<file path="src/rtl/stdcore_rfifo_lvl_pkg.sv">
// rtl/stdcore_rfifo_lvl_pkg.sv - shared helpers for the level-reporting registered-output FIFO
package stdcore_rfifo_lvl_pkg;

   function automatic int clog2(input int v);
      int r;
      r = 0;
      while ((1 << r) < v) r++;
      return r;
   endfunction

   function automatic bit params_ok(input int depth, input int pre, input int aw);
      return (depth >= 1) && (pre >= 0) && (pre < depth) &&
             ((longint'(1) << aw) > longint'(depth));
   endfunction

endpackage

</file>
<file path="src/rtl/stdcore_rfifo_mem.sv">
// rtl/stdcore_rfifo_mem.sv - flop-based circular buffer with non-power-of-two pointer wrap
module stdcore_rfifo_mem
   import stdcore_rfifo_lvl_pkg::*;
#(
   parameter int DW = 8,
   parameter int N  = 3,
   parameter int AW = 9
) (
   input  logic          clk,
   input  logic          clr,
   input  logic          wr,
   input  logic [DW-1:0] wdata,
   input  logic          rd,
   output logic [DW-1:0] rdata,
   output logic [AW-1:0] cnt
);

   localparam int PW    = (N > 1) ? clog2(N) : 1;
   localparam int SLOTS = 1 << PW;

   // Slots beyond N exist only so the pointer width indexes the array exactly.
   logic [DW-1:0] mem [SLOTS];
   logic [PW-1:0] wptr;
   logic [PW-1:0] rptr;

   function automatic logic [PW-1:0] nxt(input logic [PW-1:0] ptr);
      return (ptr == PW'(N - 1)) ? '0 : ptr + PW'(1);
   endfunction

   always_ff @(posedge clk) begin
      if (clr) begin
         wptr <= '0;
         rptr <= '0;
         cnt  <= '0;
      end else begin
         if (wr) wptr <= nxt(wptr);
         if (rd) rptr <= nxt(rptr);
         cnt <= cnt + AW'(wr) - AW'(rd);
      end
   end

   always_ff @(posedge clk) begin
      if (wr) mem[wptr] <= wdata;
   end

   assign rdata = mem[rptr];

endmodule

</file>
<file path="src/rtl/stdcore_rfifo_lvl.sv">
// rtl/stdcore_rfifo_lvl.sv - registered-output val/rdy FIFO with level, flush and early-ready flags
module stdcore_rfifo_lvl
   import stdcore_rfifo_lvl_pkg::*;
#(
   parameter int DW     = 8,
   parameter int DEPTH  = 4,
   parameter int PRE    = 0,
   parameter int AFULL  = 3,
   parameter int AEMPTY = 1,
   parameter int AW     = 9
) (
   input  logic          clk,
   input  logic          rst,
   input  logic          flush,
   input  logic [DW-1:0] p,
   input  logic          p_val,
   output logic          p_rdy,
   output logic          p_prdy,
   output logic [DW-1:0] c,
   output logic          c_val,
   input  logic          c_rdy,
   output logic [AW-1:0] lvl,
   output logic          afull,
   output logic          aempty
);

   logic          push;
   logic          pop;
   logic          load_c;
   logic          buf_empty;
   logic          buf_rd;
   logic          buf_wr;
   logic [DW-1:0] buf_head;
   logic [AW-1:0] buf_cnt;

   // All flags decode registered lvl only; nothing passes through from c_rdy.
   assign p_rdy  = lvl < AW'(DEPTH);
   assign p_prdy = (AW'(DEPTH) - lvl) > AW'(PRE);
   assign afull  = lvl >= AW'(AFULL);
   assign aempty = lvl <= AW'(AEMPTY);

   always_comb begin
      push      = p_val & p_rdy;
      pop       = c_val & c_rdy;
      load_c    = ~c_val | pop;
      buf_empty = (buf_cnt == '0);
      buf_rd    = load_c & ~buf_empty;
      buf_wr    = push & ~(load_c & buf_empty);
   end

   generate
      if (DEPTH > 1) begin : g_buf
         stdcore_rfifo_mem #(
            .DW (DW),
            .N  (DEPTH - 1),
            .AW (AW)
         ) u_mem (
            .clk   (clk),
            .clr   (rst | flush),
            .wr    (buf_wr),
            .wdata (p),
            .rd    (buf_rd),
            .rdata (buf_head),
            .cnt   (buf_cnt)
         );
      end else begin : g_nobuf
         logic unused_buf;
         assign buf_head   = '0;
         assign buf_cnt    = '0;
         assign unused_buf = buf_wr ^ buf_rd;
      end
   endgenerate

   always_ff @(posedge clk) begin
      if (rst) begin
         c     <= '0;
         c_val <= 1'b0;
         lvl   <= '0;
      end else if (flush) begin
         c_val <= 1'b0;
         lvl   <= '0;
      end else begin
         lvl <= lvl + AW'(push) - AW'(pop);
         // Buffer head outranks the incoming word so older data leaves first.
         if (load_c) begin
            if (!buf_empty) begin
               c     <= buf_head;
               c_val <= 1'b1;
            end else if (push) begin
               c     <= p;
               c_val <= 1'b1;
            end else begin
               c_val <= 1'b0;
            end
         end
      end
   end

   always_ff @(posedge clk) begin
      if (!rst) assert (lvl <= AW'(DEPTH) && params_ok(DEPTH, PRE, AW)) else $stop;
   end

endmodule

</file>
<file path="config.mk">
export PLATFORM = sky130hd
export DESIGN_NAME = stdcore_rfifo_lvl
export DESIGN_NICKNAME = d
export VERILOG_FILES = /design/src/rtl/stdcore_rfifo_lvl_pkg.sv /design/src/rtl/stdcore_rfifo_mem.sv /design/src/rtl/stdcore_rfifo_lvl.sv
export SDC_FILE = /design/constraint.sdc
export NUM_CORES = 1
export LEC_CHECK = 0
export BUFFER_PORTS_ARGS = -buffer_cell sky130_fd_sc_hd__buf_2
export CORE_ASPECT_RATIO = 0.8
export CORE_UTILIZATION = 52
export CTS_CLUSTER_SIZE = 25
export DETAILED_ROUTE_END_ITERATION = 10
export GPL_TIMING_DRIVEN = 0
export PLACE_DENSITY = 0.72
export SLEW_MARGIN = 10
export SYNTH_ARGS = -nofsm -noshare
export SYNTH_HDL_FRONTEND = slang
export SYNTH_SLANG_ARGS = --single-unit
</file>
<file path="constraint.sdc">
create_clock -name clk -period 3.6 [get_ports clk]
set_input_delay 0.36 -clock clk [delete_from_list [all_inputs] [get_ports clk]]
set_output_delay 0.36 -clock clk [all_outputs]
set_load 0.02 [all_outputs]
</file>
==> metrics.csv <==
metric,value,unit
status,"complete, no violations",
worst_case_clock_skew,0.00785,ns
path_depth_of_the_worst_reg2reg_path,14,
end_kind,register,
setup_slack,0.206,ns
total_leakage_power,1.57,nW
setup_tns,0,ns
drive_above_1_share,20.2,%
slew_violations,0,
hold_depth,2,
cp.arrival,3.67,ns
design.die.area,6940,sq um
drc_violation_count_after_routing,0,
period_needed,3.39,ns
grt_max_degree,13,
setup.worst_path.class,register to register,
diodes,0,
period_share,94.3,%
worst_hold_startpoint,rst,
detailed_place.area,3710,sq um
core-area,6380,sq um
clk_pin_slew,0.07,ns
drv.max_cap_violation_count,0,
min_to,c[2]$_SDFFE_PP0P_,
slowest_cell_on_the_critical_path,fa_1,
max_clock_freq,0.295,GHz
critical_path.reg2reg.startpoint,lvl[4]$_SDFF_PP0_,
number_of_vias_in_the_routed_layout,2450,
placementRows,26,
reg2reg_setup_slack,0.21,ns
crit_path_max_incr_delay,0.40,ns
finalNetCount,398,
final_util,61.5,%
die_x,92.9,microns
power_density_over_the_cells,898,nW/um^2
cpLargestDelayFamily,adder cells,
detailedPlacementHpwl,5340,microns
ant_nets,0,
fin_total_pwr,3.52,mW
synth.ff_latch_count,65,
globalRouteOverflowTotal,0,
final-hold-violation-count,0,
max-vdd-ir-drop,0.000518,V
firstDrtPassIters,5,
vias_per_cell,5.56,
floorplan.initialDensity,53.9,%
pre_cts_slack,0.00168,ns
synth-warning-count,0,
async_set_or_reset_register_ratio_after_synthesis,0,%
grt_first_pass_wirelength,11100,microns
timing.critical_path.required,3.88,ns
timing.max_slew.rel_slack,44.3,%
finalInstanceArea,3920,sq um
tritoncts,built,
die_h,74.7,microns
synthCells,308,
crit_cells,14,
cp_num_buf_inv,2,
start_kind,register,
clock-sinks,65,
route.final.wire_length,7160,microns
clock_path_buffers,2,
first_global_vias,2194,
crit_path_max_fanout,7,
top_level_ports,35,
area_growth_syn_to_layout,14.2,%
grtUsageTotal,21.8,%
setup_viol,0,
initialDrtViolationCount,112,
edff_count_synth,32,
worstReg2RegEnd,lvl[8]$_SDFF_PP0_,
gp_congestion,0.817,
antenna_found_initial,0,
synthesis.area,3440,sq um
post_synth_num_cell_types,52,
cp_cell_sequence,inv_1 > ha_1 > and4_1 > o21a_1 > nand2_1 > ha_1 > inv_1 > ha_1 > fa_1 > nor2b_1 > o311ai_2 > a211oi_1 > or3_1 > a21oi_1,
cts.root.buffer_cell,clkbuf_8,
number_of_port_buffers,33,
synth.net_count,354,
rsz0062_at_grt,no,
synth-seq-area-share,47.2,%
post_drt_wl_per_cell,16.2,microns
ys_dominant_reg_cell,dfxtp_1,
path_common_cell,ha_1,
max_slew.worst_pin.slew,0.831,ns
numCtsBuffers,9,
postSynthAreaPerCell,11.2,sq um
worstSkewPairLatency,0.34,ns
htree_num_levels,3,
hold_crit_path_type,primary input to register,
-- per-layer routing --
layer	GRT usage (%)	routed length [microns]	up-vias
met1	32.5	3590	1181
met2	30.8	3080	59
met4	5.47	40	0
met5	0	0	-
li1	-	-	1206
met3	6.77	443	4
-- worst reg2reg max path: stages (launching register included) --
cell and delay (ns):
dfxtp_2 0.36, inv_1 0.15, ha_1 0.23, and4_1 0.20
o21a_1 0.23, nand2_1 0.08, ha_1 0.27, inv_1 0.04
ha_1 0.21, fa_1 0.40, nor2b_1 0.19, o311ai_2 0.34
a211oi_1 0.16, or3_1 0.33, a21oi_1 0.14
-- cells in the mapped netlist (3+ instances only) --
cell type | number | area share (%)
clkbuf_8 | 3 | 1.2
a21oi_1 | 27 | 3.9
nand2_1 | 12 | 1.3
edfxtp_1 | 32 | 28
ha_1 | 31 | 11
a211oi_1 | 4 | 0.87
nor2b_1 | 7 | 1.3
xnor2_1 | 8 | 2.0
nand3_1 | 5 | 0.73
o21ai_0 | 17 | 2.5
o21a_1 | 3 | 0.66
nor3_1 | 8 | 1.2
nor2_1 | 18 | 2.0
nand2b_1 | 5 | 0.91
or3_1 | 4 | 0.73
inv_1 | 29 | 3.2
xor2_1 | 3 | 0.76
dfxtp_1 | 33 | 19
a22oi_1 | 9 | 2.0
and2_1 | 5 | 0.91
mux4_1 | 6 | 4.6
-- report_power, final --
part	leakage (nW)	internal [mW]	switching, mW	total (mW)
combinational	0.912	0.809	1.05	1.86
clock	0.0994	0.319	0.281	0.600
sequential	0.561	0.952	0.106	1.06
total	1.57	2.08	1.44	3.52
-- layout by cell type, fill, tap and decap left out, drive strengths merged, types with 3 or more instances in the layout --
cell and count:
buf 34, dfxtp 33, edfxtp 32, ha 31
inv 31, a21oi 28, nor2 19, o21ai 17
clkbuf 14, nand2 12, a22oi 9, xnor2 8
nor3 8, mux4 8, nor2b 7, nand2b 6
and2 5, nand3 5, a211oi 4, or3 4
clkinv 4, o21a 3, xor2 3
-- state kept, by name, summed over array words and instances (netlist names), named ones only --
signal            cells
g_buf.u_mem.wptr      2
g_buf.u_mem.mem      32
c_val                 1
c                     8
g_buf.u_mem.rptr      2
lvl                   9
g_buf.u_mem.cnt       9
-- final cells by class --
| type | instances | area [sq um] |
|---|---|---|
| buffer | 6 | 60.1 |
| clock buffer | 9 | 124 |
| clock inverter | 7 | 70.1 |
| fill | 518 | 2450 |
| inverter | 30 | 113 |
| multi-input combinational | 207 | 1660 |
| sequential | 65 | 1620 |
| tap | 84 | 105 |
| timing repair buffer | 33 | 165 |
-- metrics by stage --
step / instances / hold WS, ns
finish: 441 / 0.240
global route: 441 / 0.232
CTS: 441 / 0.228
detailed placement: 425 / 0.462
global placement: 425 / 0.457
floorplan: 308 / 0.454
-- cell families after synthesis --
family / count (synthesis) / share of synthesized area [%]
simple gates: 82 / 13.3
compound gates: 72 / 13.0
flops: 65 / 47.2
buf+inv: 36 / 5.03
fa+ha+maj: 33 / 12.5
xor+xnor: 11 / 2.80
mux: 9 / 6.23
-- worst max path at each step --
| stage | from | endpoint | slack [ns] |
|---|---|---|---|
| floorplan | lvl[4]$_SDFF_PP0_ | lvl[8]$_SDFF_PP0_ | 0.40 |
| global placement | lvl[4]$_SDFF_PP0_ | lvl[8]$_SDFF_PP0_ | 0.1 |
| detailed placement | lvl[4]$_SDFF_PP0_ | lvl[8]$_SDFF_PP0_ | 0.002 |
| CTS | lvl[4]$_SDFF_PP0_ | lvl[8]$_SDFF_PP0_ | 0.09 |
| global route | lvl[7]$_SDFF_PP0_ | lvl[8]$_SDFF_PP0_ | 0.003 |
| finish | lvl[4]$_SDFF_PP0_ | lvl[8]$_SDFF_PP0_ | 0.21 |
-- what timing repair did --
action / 4_1_cts / 5_1_grt
gates resized for setup: 1 / 5
endpoints found under the setup margin: 1 / 3
buffers inserted: 0 / 0
cloned: 0 / 0
hold buffers: 0 / 0
pin swaps: 0 / 0
No activity file was read; power rests on OpenSTA's default activity.
